File: src/rtl/fpu_writeback_stage_if.sv
`default_nettype none
// ============================================================================
// Module      : fpu_wb_if
// Description : Handshake bundle between the core/FPU and the FPU writeback
//               stage. It carries the issue tag, the FPU's registered results,
//               the regfile writeback port and the interrupt pulse.
// Revision    : 1.0 - initial release
// ============================================================================
interface fpu_wb_if #(
  parameter int STD = 31
);
  // Issue side: op presented to the FPU this cycle
  logic         issue_valid;
  logic         issue_ready;
  logic [4:0]   issue_rd;
  logic         issue_dst_int;
  logic         issue_exc;

  // FPU results, valid the cycle after issue
  logic [STD:0] fpu_resultant;
  logic [31:0]  fpu_result_rd;
  logic [4:0]   fpu_s_flags;
  logic         fpu_interrupt;

  // Register-file writeback port
  logic         wb_valid;
  logic         wb_ready;
  logic [4:0]   wb_rd;
  logic         wb_is_int;
  logic [31:0]  wb_data;
  logic         wb_exc;
  logic         irq;

  // Core / FPU side
  modport master (
    output issue_valid, issue_rd, issue_dst_int, issue_exc,
    output fpu_resultant, fpu_result_rd, fpu_s_flags, fpu_interrupt,
    output wb_ready,
    input  issue_ready, wb_valid, wb_rd, wb_is_int, wb_data, wb_exc, irq
  );

  // Writeback stage side
  modport slave (
    input  issue_valid, issue_rd, issue_dst_int, issue_exc,
    input  fpu_resultant, fpu_result_rd, fpu_s_flags, fpu_interrupt,
    input  wb_ready,
    output issue_ready, wb_valid, wb_rd, wb_is_int, wb_data, wb_exc, irq
  );
endinterface
`default_nettype wire

File: src/rtl/fpu_writeback_stage.sv
`default_nettype none
// ============================================================================
// Module      : fpu_writeback_stage
// Description : Tracks FPU ops across the FPU's one-cycle latency, buffers
//               results in a small FIFO, presents them to the regfile with a
//               valid/ready handshake and owns the fflags/frm CSR state.
// Revision    : 1.0 - initial release
// ============================================================================
module fpu_writeback_stage #(
  parameter int STD   = 31,
  parameter int DEPTH = 2,
  parameter int AW    = 1
) (
  input  wire logic       clk,
  input  wire logic       rst_l,
  fpu_wb_if.slave         bus,
  input  wire logic       flush,
  input  wire logic       csr_we,
  input  wire logic [7:0] csr_wdata,
  output logic      [4:0] fflags,
  output logic      [2:0] frm
);

  // In-flight tag: op issued last cycle whose result appears this cycle
  logic          r_inflight;
  logic [4:0]    r_tag_rd;
  logic          r_tag_int;
  logic          r_tag_exc;

  // Result FIFO storage
  logic [4:0]    r_mem_rd    [DEPTH];
  logic          r_mem_int   [DEPTH];
  logic          r_mem_exc   [DEPTH];
  logic [31:0]   r_mem_data  [DEPTH];
  logic [4:0]    r_mem_flags [DEPTH];
  logic          r_mem_irq   [DEPTH];

  logic [AW-1:0] r_wr_ptr;
  logic [AW-1:0] r_rd_ptr;
  logic [AW:0]   r_count;
  logic          r_irq;

  logic [31:0]   w_fp_data;
  logic [31:0]   w_cap_data;
  logic [AW+1:0] w_occupancy;
  logic          w_issue;
  logic          w_push;
  logic          w_pop;
  logic [4:0]    w_pop_flags;

  // Narrow FP results are NaN-boxed into the 32-bit writeback word
  if (STD < 31) begin : g_nanbox
    assign w_fp_data = {{(31 - STD){1'b1}}, bus.fpu_resultant};
  end else begin : g_nobox
    assign w_fp_data = bus.fpu_resultant;
  end

  assign w_cap_data  = r_tag_int ? bus.fpu_result_rd : w_fp_data;

  // Occupancy counts the in-flight op so a full FIFO can never overflow
  assign w_occupancy = {1'b0, r_count} + {{(AW + 1){1'b0}}, r_inflight};

  assign bus.issue_ready = rst_l & ~flush & (w_occupancy < (AW + 2)'(DEPTH));
  assign w_issue         = bus.issue_valid & bus.issue_ready;
  // A result arriving in a flush cycle belongs to a discarded op
  assign w_push          = r_inflight & ~flush;
  assign w_pop           = bus.wb_valid & bus.wb_ready;

  // Writeback port driven straight from the FIFO head, zeroed when empty
  assign bus.wb_valid  = (r_count != '0);
  assign bus.wb_rd     = bus.wb_valid ? r_mem_rd[r_rd_ptr]   : 5'd0;
  assign bus.wb_is_int = bus.wb_valid & r_mem_int[r_rd_ptr];
  assign bus.wb_exc    = bus.wb_valid & r_mem_exc[r_rd_ptr];
  assign bus.wb_data   = bus.wb_valid ? r_mem_data[r_rd_ptr] : 32'd0;
  assign bus.irq       = r_irq;

  assign w_pop_flags   = w_pop ? r_mem_flags[r_rd_ptr] : 5'd0;

  // Track the op issued this cycle through the FPU's registered latency
  always_ff @(posedge clk or negedge rst_l) begin
    if (!rst_l) begin
      r_inflight <= 1'b0;
      r_tag_rd   <= 5'd0;
      r_tag_int  <= 1'b0;
      r_tag_exc  <= 1'b0;
    end else begin
      r_inflight <= w_issue;
      if (w_issue) begin
        r_tag_rd  <= bus.issue_rd;
        r_tag_int <= bus.issue_dst_int;
        r_tag_exc <= bus.issue_exc;
      end
    end
  end

  // Capture the FPU result with its tag into the FIFO slot at the write pointer
  always_ff @(posedge clk) begin
    if (w_push) begin
      r_mem_rd[r_wr_ptr]    <= r_tag_rd;
      r_mem_int[r_wr_ptr]   <= r_tag_int;
      r_mem_exc[r_wr_ptr]   <= r_tag_exc;
      r_mem_data[r_wr_ptr]  <= w_cap_data;
      r_mem_flags[r_wr_ptr] <= bus.fpu_s_flags;
      r_mem_irq[r_wr_ptr]   <= bus.fpu_interrupt;
    end
  end

  // FIFO pointers and occupancy; flush empties the buffer outright
  always_ff @(posedge clk or negedge rst_l) begin
    if (!rst_l) begin
      r_wr_ptr <= '0;
      r_rd_ptr <= '0;
      r_count  <= '0;
    end else if (flush) begin
      r_wr_ptr <= '0;
      r_rd_ptr <= '0;
      r_count  <= '0;
    end else begin
      if (w_push) r_wr_ptr <= r_wr_ptr + AW'(1);
      if (w_pop)  r_rd_ptr <= r_rd_ptr + AW'(1);
      case ({w_push, w_pop})
        2'b10:   r_count <= r_count + (AW + 1)'(1);
        2'b01:   r_count <= r_count - (AW + 1)'(1);
        default: r_count <= r_count;
      endcase
    end
  end

  // Interrupt pulse one cycle after the flagged entry is accepted
  always_ff @(posedge clk or negedge rst_l) begin
    if (!rst_l) r_irq <= 1'b0;
    else        r_irq <= w_pop & r_mem_irq[r_rd_ptr];
  end

  // CSR state: flags accrue only when a result is accepted; a CSR write in
  // the same cycle still keeps the retiring entry's flags
  always_ff @(posedge clk or negedge rst_l) begin
    if (!rst_l) begin
      fflags <= 5'd0;
      frm    <= 3'd0;
    end else if (csr_we) begin
      fflags <= csr_wdata[4:0] | w_pop_flags;
      frm    <= csr_wdata[7:5];
    end else begin
      fflags <= fflags | w_pop_flags;
    end
  end

endmodule
`default_nettype wire

File: src/flat_wrapper.sv
// flat-port wrapper written by rule: the top's interface ports become plain ports
module fpu_writeback_stage_flat 
#(
  parameter int STD   = 31,
  parameter int DEPTH = 2,
  parameter int AW    = 1
)
  (clk, rst_l, flush, csr_we, csr_wdata, fflags, frm, bus_issue_valid, bus_issue_rd, bus_issue_dst_int, bus_issue_exc, bus_fpu_resultant, bus_fpu_result_rd, bus_fpu_s_flags, bus_fpu_interrupt, bus_wb_ready, bus_issue_ready, bus_wb_valid, bus_wb_rd, bus_wb_is_int, bus_wb_data, bus_wb_exc, bus_irq);
  fpu_wb_if #(.STD(STD)) bus_i ();
  input  wire logic clk;
  input  wire logic rst_l;
  input  wire logic flush;
  input  wire logic csr_we;
  input  wire logic [7:0] csr_wdata;
  output logic      [4:0] fflags;
  output logic      [2:0] frm;
  input wire logic [$bits(bus_i.issue_valid)-1:0] bus_issue_valid;
  input wire logic [$bits(bus_i.issue_rd)-1:0] bus_issue_rd;
  input wire logic [$bits(bus_i.issue_dst_int)-1:0] bus_issue_dst_int;
  input wire logic [$bits(bus_i.issue_exc)-1:0] bus_issue_exc;
  input wire logic [$bits(bus_i.fpu_resultant)-1:0] bus_fpu_resultant;
  input wire logic [$bits(bus_i.fpu_result_rd)-1:0] bus_fpu_result_rd;
  input wire logic [$bits(bus_i.fpu_s_flags)-1:0] bus_fpu_s_flags;
  input wire logic [$bits(bus_i.fpu_interrupt)-1:0] bus_fpu_interrupt;
  input wire logic [$bits(bus_i.wb_ready)-1:0] bus_wb_ready;
  output wire logic [$bits(bus_i.issue_ready)-1:0] bus_issue_ready;
  output wire logic [$bits(bus_i.wb_valid)-1:0] bus_wb_valid;
  output wire logic [$bits(bus_i.wb_rd)-1:0] bus_wb_rd;
  output wire logic [$bits(bus_i.wb_is_int)-1:0] bus_wb_is_int;
  output wire logic [$bits(bus_i.wb_data)-1:0] bus_wb_data;
  output wire logic [$bits(bus_i.wb_exc)-1:0] bus_wb_exc;
  output wire logic [$bits(bus_i.irq)-1:0] bus_irq;
  assign bus_i.issue_valid = bus_issue_valid;
  assign bus_i.issue_rd = bus_issue_rd;
  assign bus_i.issue_dst_int = bus_issue_dst_int;
  assign bus_i.issue_exc = bus_issue_exc;
  assign bus_i.fpu_resultant = bus_fpu_resultant;
  assign bus_i.fpu_result_rd = bus_fpu_result_rd;
  assign bus_i.fpu_s_flags = bus_fpu_s_flags;
  assign bus_i.fpu_interrupt = bus_fpu_interrupt;
  assign bus_i.wb_ready = bus_wb_ready;
  assign bus_issue_ready = bus_i.issue_ready;
  assign bus_wb_valid = bus_i.wb_valid;
  assign bus_wb_rd = bus_i.wb_rd;
  assign bus_wb_is_int = bus_i.wb_is_int;
  assign bus_wb_data = bus_i.wb_data;
  assign bus_wb_exc = bus_i.wb_exc;
  assign bus_irq = bus_i.irq;
  fpu_writeback_stage #(.STD(STD), .DEPTH(DEPTH), .AW(AW)) u_core (.clk(clk), .rst_l(rst_l), .bus(bus_i), .flush(flush), .csr_we(csr_we), .csr_wdata(csr_wdata), .fflags(fflags), .frm(frm));
endmodule
File: config.mk
export PLATFORM = sky130hd
export DESIGN_NAME = fpu_writeback_stage_flat
export DESIGN_NICKNAME = d
export VERILOG_FILES = /design/src/rtl/fpu_writeback_stage_if.sv /design/src/rtl/fpu_writeback_stage.sv /design/src/flat_wrapper.sv
export SDC_FILE = /design/constraint.sdc
export NUM_CORES = 1
export LEC_CHECK = 0
export ABC_AREA = 1
export CAP_MARGIN = 20
export CORE_UTILIZATION = 46
export DETAILED_ROUTE_END_ITERATION = 8
export GPL_TIMING_DRIVEN = 0
export HOLD_SLACK_MARGIN = 0.03
export PLACE_DENSITY_LB_ADDON = 0.25
export SETUP_SLACK_MARGIN = 0.02
export SYNTH_ARGS = -nofsm -noshare
export SYNTH_HDL_FRONTEND = slang
export SYNTH_SLANG_ARGS = --single-unit
File: constraint.sdc
create_clock -name clk -period 3.7 [get_ports clk]
set_input_delay 0.74 -clock clk [delete_from_list [all_inputs] [get_ports clk]]
set_output_delay 0.74 -clock clk [all_outputs]
set_load 0.01 [all_outputs]
==> results.yml <==
global_routing:
  grt_first_pass_wirelength_um: 15970
  grt_max_degree: 26
  gr-total-overflow: 0
  track_usage_pct: 20.56
  grt_pass1_vias: 3334
  antenna_found_initial: 0
power:
  peakVddDrop_mv: 0.2102
  p_leak_nw: 2.418
  pwr_density_cell_mw_per_mm2: 395.4
placement:
  place_hpwl_um: 7509
  place_congestion: 0.7320
  port_buffers: 140
  dp_slack_ns: 0.05861
  dp_cells: 654
routing:
  ant_nets: 0
  vias: 3317
  drtIter0Drc: 89
  viasPerCell: 4.943
  dr.pass1.iters: 4
  drc: 0
  detail_route.wl_per_cell_um: 15.80
  drt_wl_total_um: 10600
cells_and_area:
  nets: 624
  areaGrowthSynthToFinish_pct: 39.01
  drive_above_1_share_pct: 16.54
  instances_no_fill: 671
  fillers: 814
  num_antenna_cells: 0
logic_synthesis:
  ys_ff_latch: 111
  netlist_area_mm2: 0.004686
  synthFlopType: "edfxtp_1"
  netlist_top_cells_count: "nand2_1 (136), edfxtp_1 (90), mux2_2 (35)"
  syn_avg_cell_area_um2: 12.36
  yosysTopAreaCellShare_pct: 57.68
  synth_compound_area_share_pct: 5.981
  synth-edff-count: 90
  synth.most_common_cell: "nand2_1"
  yosysWarnings: 0
  synth_top_family_by_area: "simple AND/OR/NAND/NOR gates"
  synth_cell_types: 24
  synthMuxAreaShare_pct: 8.411
  async_reset_ff_share_pct: 18.92
  seq_area_frac_synth_pct: 68.89
  yosys.area_share.simple_pct: 12.90
  syn_inst: 379
  synth.largest_area_cell: "edfxtp_1"
  synthAdderAreaFrac_pct: 0
  synth-xor-area-share_pct: 0.1869
  yosys-top-cells-area: "edfxtp_1 (58%), dfrtp_1 (11%), nand2_1 (11%)"
  syn_nets: 470
die:
  row_count: 36
  initial_core_util_pct: 47.72
  dieArea_mm2: 0.01059
  die_h_um: 102.9
  fp.coreArea_mm2: 0.009819
  die_w_um: 102.9
  ioPinCount: 141
sta:
  tightest_slew_ns: 0.6970
  fin_crit_ns: 3.115
  worst_slack_ns: 0.5852
  max_slew_margin_pct: 53.43
  hold_ws_ns: 0.4814
  slew_viol_final: 0
  hold_viol: 0
  clock-skew-final_ns: 0.01538
  clock.fmax_ghz: 0.3210
  finalSetupViolCount: 0
  rsz0062_at_grt: "false"
  finalCritPeriodShare_pct: 84.18
clocking:
  clockBufferDepth: 2
  cts_sinks: 111
  cts_root_buf: "clkbuf_8"
  clkTransAtPathRegs_ns: 0.09
  cts_resized: 0
  insertion_delay_ns: 0.37
  cts_tree: "built"
  cts_hold_buf: 0
  cts_setup_buffers: 0
  cts_buffers: 9
  htreeDepth: 3
worst_setup_path:
  cp_common_cell: "clkdlybuf4s50_1"
  crit_path_end_kind: "primary output"
  cp_slowest_stage_delay_ns: 0.78
  crit_arrival_ns: 2.37
  worstPathMaxFanout: 10
  crit_type: "in -> out"
  path_cells: "clkdlybuf4s50_1, nand3_1, nor2_2, clkdlybuf4s50_1"
  critical_path.top_delay_family: "buffers and inverters"
  path_buf_inv: 2
  worstPathRequired_ns: 2.96
  cp_slowest_cell: "clkdlybuf4s50_1"
  critPathLaunchType: "primary input"
flow_run:
  cap_violations: 0
outcome:
  outcome: "completed"
worst_hold_path:
  worstHoldPathType: "reg -> reg"
## sequential cells by signal (all words and copies together) (netlist names), 2 cells and up
name,cells
u_core.r_mem_int,2
u_core.r_mem_exc,2
u_core.frm,3
u_core.r_count,2
u_core.r_tag_rd,5
u_core.r_mem_rd,10
u_core.fflags,5
u_core.r_mem_data,64
u_core.r_mem_flags,10
u_core.r_mem_irq,2
## report_power, final
part	total, mW	switching, mW	internal [mW]
clock	0.718	0.400	0.319
sequential	1.43	0.0197	1.41
combinational	0.425	0.190	0.235
## placed cells by master (no fill, tap or decap), drive strengths merged, types with 4 or more instances in the layout
cell type / synthesis / routed
nand2: 141 / 141
clkdlybuf4s50: 0 / 140
edfxtp: 90 / 90
a21oi: 40 / 40
mux2: 35 / 35
dfrtp: 21 / 21
clkbuf: 7 / 19
inv: 15 / 16
buf: 12 / 15
o211ai: 5 / 5
nand3: 4 / 4
nor2: 4 / 4
## cells by family (layout without fill, tap and decap cells)
kind of cell              after synthesis  count (layout)
AOI/OAI and AO/OA                      46              46
xor gates and xnor gates                1               1
buffers and inverters                  34             193
DFF                                   111             111
muxes                                  35              35
and+or+nand+nor                       152             152
## final timing paths
path                                           startpoint                                 end  slack, ns  depth (start not counted)
setup / recovery                                    rst_l                     bus_issue_ready       0.59                          4
hold / removal             u_core.r_tag_rd[0]$_DFFE_PN0P_     u_core.r_mem_rd[0][0]$_DFFE_PP_       0.48                          0
setup reg to reg              u_core.r_inflight$_DFF_PN0_  u_core.r_mem_data[1][19]$_DFFE_PP_       1.93                          3
hold reg to reg            u_core.r_tag_rd[0]$_DFFE_PN0P_     u_core.r_mem_rd[0][0]$_DFFE_PP_       0.48                          0
max in group asynchronous                           rst_l      u_core.r_tag_rd[0]$_DFFE_PN0P_       2.53                          2
min in group asynchronous                           rst_l         u_core.r_wr_ptr$_DFFE_PN0P_       0.69                          1
## routing by layer
metal	vias to the layer above	track usage [%]	share of wire (%)
li1	1605	-	-
met1	1586	24.23	40
met2	114	36.00	51
met3	12	6.712	7.5
met4	0	5.850	1.1
met5	-	0	0
## cell type report
| cell class | count | area [µm²] | area share [%] |
|---|---|---|---|
| Inverter | 15 | 58.81 | 0.9028 |
| Multi-Input combinational cell | 234 | 1303 | 20.00 |
| Clock buffer | 12 | 135.1 | 2.075 |
| Timing Repair Buffer | 143 | 1456 | 22.36 |
| Sequential cell | 111 | 3228 | 49.56 |
| Tap cell | 133 | 166.4 | 2.555 |
| Buffer | 19 | 111.4 | 1.710 |
| Clock inverter | 4 | 55.05 | 0.8452 |
## stage by stage
| stage | area [µm²] | utilization, % | setup TNS, ns | total power, mW |
|---|---|---|---|---|
| 3_5_place_dp | 6309 | 64.25 | 0 | 1.886 |
| 2_1_floorplan | 4686 | - | 0 | 1.656 |
| 5_1_grt | 6514 | 66.34 | 0 | 2.674 |
| 4_1_cts | 6499 | 66.18 | 0 | 2.589 |
| 6_report | 6514 | 66.34 | 0 | 2.576 |
| 3_3_place_gp | 6254 | 63.69 | -111.57 | 1.870 |
Note: power is estimated with default switching activity, not from simulation.
